`config.mk`:
```
export PLATFORM = sky130hd
export DESIGN_NAME = mem_bist_ctrl
export DESIGN_NICKNAME = d
export VERILOG_FILES = /design/src/rtl/mem_bist_ctrl.sv
export SDC_FILE = /design/constraint.sdc
export NUM_CORES = 1
export LEC_CHECK = 0
export BUFFER_PORTS_ARGS = -buffer_cell sky130_fd_sc_hd__buf_2
export CORE_MARGIN = 4
export CORE_UTILIZATION = 44
export CTS_CLUSTER_DIAMETER = 30
export DETAILED_ROUTE_END_ITERATION = 8
export GPL_ROUTABILITY_DRIVEN = 0
export PLACE_DENSITY = 0.78
export SYNTH_ARGS = -nofsm -noshare
export SYNTH_HDL_FRONTEND = slang
export SYNTH_SLANG_ARGS = --single-unit
```
`constraint.sdc`:
```
create_clock -name clk -period 2.3 [get_ports clk]
set_clock_uncertainty 0.15 [all_clocks]
set_input_delay 0.115 -clock clk [delete_from_list [all_inputs] [get_ports clk]]
set_output_delay 0.115 -clock clk [all_outputs]
set_load 0.03 [all_outputs]
```
`src/rtl/mem_bist_ctrl.sv`:
```
// March-style BIST initiator for a single-port memory: pattern write/read pass,
// then the same with inverted data, reporting mismatch count and first failing address.
module mem_bist_ctrl #(
    parameter int                    DATA_WIDTH = 32,
    parameter int                    ADDR_WIDTH = 8,
    parameter logic [DATA_WIDTH-1:0] PATTERN    = 32'hcafebabe,
    parameter int                    FCNT_W     = 16
) (
    input  logic                  clk,
    input  logic                  rst_n,
    input  logic                  start,
    output logic                  busy,
    output logic                  done,
    output logic                  pass,
    output logic [FCNT_W-1:0]     fail_cnt,
    output logic [ADDR_WIDTH-1:0] fail_addr,
    output logic                  mem_rd,
    output logic                  mem_wr,
    output logic [ADDR_WIDTH-1:0] mem_addr,
    output logic [DATA_WIDTH-1:0] mem_wdata,
    input  logic [DATA_WIDTH-1:0] mem_rdata,
    output logic [2:0]            dbg_state
);

    // Memory port: mem_wr/mem_rd are single-cycle strobes with no backpressure;
    // mem_rdata answers a read one cycle after mem_rd was sampled.
    typedef enum logic [2:0] {
        IDLE = 3'd0,
        WR0  = 3'd1,
        RD0  = 3'd2,
        DR0  = 3'd3,
        WR1  = 3'd4,
        RD1  = 3'd5,
        DR1  = 3'd6,
        DONE = 3'd7
    } state_t;

    state_t                state_q, state_d;
    logic [ADDR_WIDTH-1:0] addr_q, addr_d;
    logic                  addr_last;
    logic                  clear_stats;
    logic                  rd_vld_q;
    logic                  rd_inv_q;
    logic [ADDR_WIDTH-1:0] rd_addr_q;
    logic                  mismatch;

    function automatic logic [DATA_WIDTH-1:0] exp_data(input logic [ADDR_WIDTH-1:0] a,
                                                       input logic inv);
        logic [DATA_WIDTH-1:0] e;
        e = PATTERN ^ DATA_WIDTH'(a);
        return inv ? ~e : e;
    endfunction

    assign addr_last = &addr_q;

    always_comb begin
        state_d     = state_q;
        addr_d      = addr_q;
        mem_rd      = 1'b0;
        mem_wr      = 1'b0;
        mem_wdata   = '0;
        clear_stats = 1'b0;
        case (state_q)
            IDLE, DONE: begin
                if (start) begin
                    state_d     = WR0;
                    addr_d      = '0;
                    clear_stats = 1'b1;
                end
            end
            WR0, WR1: begin
                mem_wr    = 1'b1;
                mem_wdata = exp_data(addr_q, state_q == WR1);
                addr_d    = addr_q + 1'b1;
                if (addr_last) state_d = (state_q == WR0) ? RD0 : RD1;
            end
            RD0, RD1: begin
                mem_rd = 1'b1;
                addr_d = addr_q + 1'b1;
                if (addr_last) state_d = (state_q == RD0) ? DR0 : DR1;
            end
            DR0: begin
                state_d = WR1;
                addr_d  = '0;
            end
            DR1: begin
                state_d = DONE;
                addr_d  = '0;
            end
            default: state_d = IDLE;
        endcase
    end

    // The read issued last cycle is checked now against its delayed address and phase.
    assign mismatch = rd_vld_q && (mem_rdata != exp_data(rd_addr_q, rd_inv_q));

    always_ff @(posedge clk) begin
        if (!rst_n) begin
            state_q   <= IDLE;
            addr_q    <= '0;
            rd_vld_q  <= 1'b0;
            rd_inv_q  <= 1'b0;
            rd_addr_q <= '0;
            fail_cnt  <= '0;
            fail_addr <= '0;
        end else begin
            state_q   <= state_d;
            addr_q    <= addr_d;
            rd_vld_q  <= mem_rd;
            rd_inv_q  <= (state_q == RD1);
            rd_addr_q <= addr_q;
            if (clear_stats) begin
                fail_cnt  <= '0;
                fail_addr <= '0;
            end else if (mismatch) begin
                if (fail_cnt == '0) fail_addr <= rd_addr_q;
                if (fail_cnt != '1) fail_cnt <= fail_cnt + 1'b1;
            end
        end
    end

    assign mem_addr  = addr_q;
    assign busy      = (state_q != IDLE) && (state_q != DONE);
    assign done      = (state_q == DONE);
    assign pass      = done && (fail_cnt == '0);
    assign dbg_state = state_q;

endmodule
```
# Yosys cells after proc, flatten, opt, wreduce, memory -nomap -nowiden
# Cells that the tools add are included.
dict set report word_totals {
  inputBits 35
  reg_bits 45
  word_cells 58
}
dict set report classes {
  n_reduce_logical 16
  n_mux 15
  bitwise 5
  n_eq_ne 13
  n_addsub 2
}
# cell n
set op_table {}
lappend op_table {{$mux 32} 3}
lappend op_table {{$not 32->32} 2}
lappend op_table {{$not 6->22} 2}
lappend op_table {{$ne 32x32->1} 1}
lappend op_table {{$pmux 8 s3} 1}
lappend op_table {{$add 16x1->16 const B} 1}
lappend op_table {{$logic_not 16->1} 1}
lappend op_table {{$ne 16x16->1 const B} 1}
lappend op_table {{$mux 3} 5}
lappend op_table {{$pmux 3 s5} 1}
lappend op_table {{$eq 3x3->1 const B} 4}
lappend op_table {{$reduce_or 2->1} 5}
lappend op_table {{$add 8x1->8 const B} 1}
lappend op_table {{$mux 8} 1}
lappend op_table {{$reduce_and 8->1} 1}
lappend op_table {{$eq 3x2->1 const B} 2}
lappend op_table {{$ne 2x2->1 const B} 3}
lappend op_table {{$mux 1} 4}
lappend op_table {{$reduce_and 2->1} 2}
lappend op_table {{$reduce_or 4->1} 1}
lappend op_table {{$eq 3x1->1 const B} 1}
lappend op_table {{$logic_and 1x1->1} 3}
lappend op_table {{$logic_not 3->1} 1}
lappend op_table {{$ne 3x3->1 const B} 1}
lappend op_table {{other kinds (3)} 3}

# Longest topological paths before layout
dict set report logic_depth {
  word_depth 6
  ltp_mapped 9
  ltp_nobuf 8
}

# Least setup slack after synthesis
# OpenSTA, ideal clock, no wires.
dict set report synth_timing {
  path_kind {flip-flop to flip-flop}
  startpoint {register state_q[0], in the netlist dbg_state[0]}
  endpoint {register state_q[1], in the netlist dbg_state[1]}
  required_time_ns 2.033
  stages_incl_launch_ff 10
  n_path_buf 1
  setup_slack_ns -0.116
  period_less_slack_ns 2.416
  t_arrival_ns 2.150
  path_cell_list {dfxtp_1 inv_1 ha_1 mux2_2 nand2b_1 buf_2 nand3_1 o21ai_0 mux2i_1 nor2b_1}
}
dict set report synth_via {
  elab_chain_cells 4
}
# element line
set synth_rtl {}
lappend synth_rtl {{start, declared} 38} ;# state_t state_q, state_d;
lappend synth_rtl {{start signal, assigned} 107} ;# state_q <= state_d;
lappend synth_rtl {{$eq 3x1->1, or another cell as far along} {63, 75}}
lappend synth_rtl {{$mux 3 / $reduce_or 2->1 (equally long branches)} {75, 63}}
lappend synth_rtl {{$mux 3 / $ne 2x2->1 (equally long branches)} --}
lappend synth_rtl {{$pmux 3 s5 / $reduce_and 3->1 (equally long branches)} --}
# Parallel ways exist; a longest one is shown, timed or not. The select of a mux whose other input is x is not followed.
# A chain may end at the register's enable or synchronous reset.

# Final worst setup path
dict set report layout_timing {
  startpoint {register rd_inv_q}
  endpoint {register fail_cnt[6]}
}
dict set report layout_via {
  elab_chain_cells 4
}
# element line
set layout_rtl {}
lappend layout_rtl {{start, declared} 43} ;# logic rd_inv_q;
lappend layout_rtl {{start signal, assigned} 110} ;# rd_inv_q <= (state_q == RD1);
lappend layout_rtl {{$mux 32} 51} ;# return inv ? ~e : e;
lappend layout_rtl {{$ne 32x32->1} 95} ;# assign mismatch = rd_vld_q && (mem_rdata != exp_data(rd_addr_q, rd_inv_q));
lappend layout_rtl {{$logic_and 1x1->1} 95}
lappend layout_rtl {{$reduce_and 2->1 (no line)} --}
lappend layout_rtl {{end signal, assigned} 117} ;# if (fail_cnt != '1) fail_cnt <= fail_cnt + 1'b1;
lappend layout_rtl {{end, declared} 15} ;# output logic [FCNT_W-1:0] fail_cnt,
# No other way between the ends.

==> impl_metrics.json <==
{
  "finalMaxSlewViolations": 0,
  "cts_root_buf": "sky130_fd_sc_hd__clkbuf_8",
  "worst_slew_pin_slew_ns": 0.359,
  "simple_gate_share_of_the_synthesized_area": 0.313,
  "rows": 28,
  "initial_utilization": 0.454,
  "critical_path.endpoint_type": "flip-flop",
  "layout.cells.most_common_list": "106 x sky130_fd_sc_hd__buf_2, 41 x sky130_fd_sc_hd__nand2_1, 41 x sky130_fd_sc_hd__dfxtp_1",
  "post-route-drc-count": 0,
  "timing.rr.start": "rd_inv_q",
  "min_period_ns": 2.19,
  "num-fill-cells": 551,
  "synth.yosys.seq_area_share": 0.333,
  "timing.slew.headroom": 0.754,
  "gr-total-overflow": 0,
  "place_inst": 478,
  "yosys-mux-area-fraction": 0.0449,
  "pin_count_of_the_biggest_net_entering_global_routing": 20,
  "postSynthNetCount": 366,
  "synthXorXnorAreaFrac": 0.0421,
  "tritoncts": "built",
  "most_common_library_cell_in_the_layout_ignoring_fill_and_taps": "sky130_fd_sc_hd__buf_2",
  "drt_pre_antenna_iters": 4,
  "worst_hold_margin_ns": 0.0300,
  "pin_count": 107,
  "antenna_cells": 0,
  "max_cap_viol_count": 0,
  "final_cell_area_um2": 3440,
  "global_route_usage_over_all_layers": 0.181,
  "grt_pass1_wl_um": 11200,
  "worstSkewPairLatency_ns": 0.29,
  "design_power_total_mw": 3.04,
  "synth_cells": 324,
  "critPathLaunchType": "flip-flop",
  "avgRoutedWirePerCell_um": 14.1,
  "drc_marker_count_from_the_first_detailed_route_iteration": 141,
  "timing.critical_path.cells": "nor3b_1, and4_1, o22ai_1, a2111oi_4, buf_6, buf_12, buf_16, or4_1, nand2_1",
  "combined_area_of_the_multi_input_logic_cells_um2": 1560,
  "route.antenna.remaining_nets": 0,
  "post_synthesis_register_bit_count": 45,
  "achievable-frequency_ghz": 0.457,
  "number_of_buffers_created_by_cts": 5,
  "synth.yosys.warnings": 0,
  "synth_enable_flop_cells": 0,
  "finish.net_count": 461,
  "avgSynthCellArea_um2": 8.35,
  "drt_wl_total_um": 7000,
  "setup_viol": 0,
  "clkTransAtPathRegs_ns": 0.08,
  "design.die.area_um2": 7460,
  "critical-path-slowest-cell": "sky130_fd_sc_hd__or4_1",
  "setup-tns-final_ns": 0,
  "avgViaCountPerCell": 5.29,
  "min-delay-start": "rst_n",
  "grt_antenna_before_repair": 0,
  "numClockSinks": 45,
  "fp.dieW_um": 86.4,
  "post_route_cells_drive_above_1_share": 0.379,
  "post_layout_nonfiller_instances": 495,
  "hold_class": "in2reg",
  "critPathMaxFanout": 8,
  "register_area_um2": 906,
  "height_of_the_die_um": 86.4,
  "power_density_relative_to_cell_area_nw_per_um2": 884,
  "cp.required_ns": 2.39,
  "synth_compound_area_frac": 0.128,
  "htree_num_levels": 2,
  "io_buffers": 106,
  "status": "finished, final reports clean",
  "grt_pass1_vias": 2535,
  "leakagePower_nw": 1.53,
  "async_reset_ff_frac": 0,
  "core-area_um2": 5960,
  "placed_wire_length_estimate_after_detailed_placement_um": 5210,
  "synth_ff_type": "sky130_fd_sc_hd__dfxtp_1",
  "syn_area_um2": 2700,
  "placed_area_um2": 3160,
  "crit_path_max_incr_delay_ns": 0.46,
  "timing_worst_setup_path_type": "reg2reg",
  "clock_path_buffers": 2,
  "area_growth_syn_to_layout_pct": 27.2,
  "cp_data_arrival_time_ns": 2.28,
  "crit_path_start": "rd_inv_q",
  "hold_violations": 0,
  "vdd_drop_max_mv": 1.02,
  "via_count": 2619,
  "synth_cell_types": 47,
  "min_period_over_period": 0.952,
  "synth_fa_ha_area_frac": 0.0324,
  "main_combinational_cell_family_by_area_after_synthesis": "simple AND/OR/NAND/NOR gates"
}
final timing paths:
check	to	slack, ns	cells past startpoint
min	dbg_state[0]	0.03	2
min reg2reg	fail_addr[4]	0.31	2
max	fail_cnt[6]	0.11	9
max reg2reg	fail_cnt[6]	0.11	9
per-stage QoR:
stage | util | setup slack, ns
2_1_floorplan | - | 0.00969
3_3_place_gp | 0.531 | 0.0158
3_5_place_dp | 0.531 | -0.0541
4_1_cts | 0.563 | 0.00507
5_1_grt | 0.577 | -0.0231
6_report | 0.577 | 0.110
synth_stat cells, types with 9 or more instances:
cell type | number | area share
sky130_fd_sc_hd__nor2_1 | 9 | 0.012
sky130_fd_sc_hd__and3_1 | 10 | 0.023
sky130_fd_sc_hd__o21ai_0 | 18 | 0.033
sky130_fd_sc_hd__or3_1 | 15 | 0.035
sky130_fd_sc_hd__dfxtp_1 | 45 | 0.33
sky130_fd_sc_hd__nand2_1 | 42 | 0.058
sky130_fd_sc_hd__nand4_1 | 17 | 0.039
sky130_fd_sc_hd__and2_1 | 14 | 0.032
sky130_fd_sc_hd__buf_4 | 22 | 0.061
sky130_fd_sc_hd__a21oi_1 | 9 | 0.017
sky130_fd_sc_hd__mux2i_1 | 11 | 0.041
sky130_fd_sc_hd__inv_1 | 11 | 0.015
where the power goes:
group / internal (mW) / leakage (nW) / total (mW) / switching (mW)
logic: 0.465 / 1.11 / 1.53 / 1.06
clock network: 0.353 / 0.0574 / 0.623 / 0.270
registers: 0.823 / 0.365 / 0.890 / 0.0669
total: 1.64 / 1.53 / 3.04 / 1.40
sequential cells by signal (all words and copies together) (netlist names):
name,cells
rd_addr_q,8
fail_addr,8
fail_cnt,16
rd_vld_q,1
dbg_state,3
mem_addr,8
rd_inv_q,1
cell families (layout without fill, tap and decap cells):
family | count (synthesis) | in the layout
xor gates and xnor gates | 13 | 13
and+or+nand+nor | 149 | 149
AOI/OAI and AO/OA | 51 | 51
buffers and inverters | 47 | 143
adders and majority gates | 7 | 7
muxes | 12 | 12
DFF | 45 | 45
worst max-delay path: cells and delay by family (launching register included):
kind            cells  cell delay (ns)
simple gates        4             0.82
buf+inv             3             0.40
flops               1             0.43
compound gates      2             0.34
metal layers:
layer | vias to the layer above | wire, um | part of all wire | track usage
met3 | 12 | 344 | 0.049 | 0.0342
li1 | 1322 | - | - | -
met2 | 79 | 3470 | 0.50 | 0.303
met1 | 1206 | 3050 | 0.44 | 0.229
met5 | - | 0 | 0 | 0
met4 | 0 | 127 | 0.018 | 0.0722
area by class of cell:
class,instances,area share
sequential,45,0.263
clock buffer,6,0.0240
timing repair buffer,124,0.208
inverter,11,0.0131
clock inverter,2,0.0109
multi-input combinational,232,0.453
tap,75,0.0273
repair_timing:
item	4_1_cts	5_1_grt
setup buffers	2	6
cloned	2	0
hold buffers	0	0
pin swaps	1	6
endpoints found under the setup margin	8	31
gates resized for setup	4	11
Power figures use the tool's default switching activity.
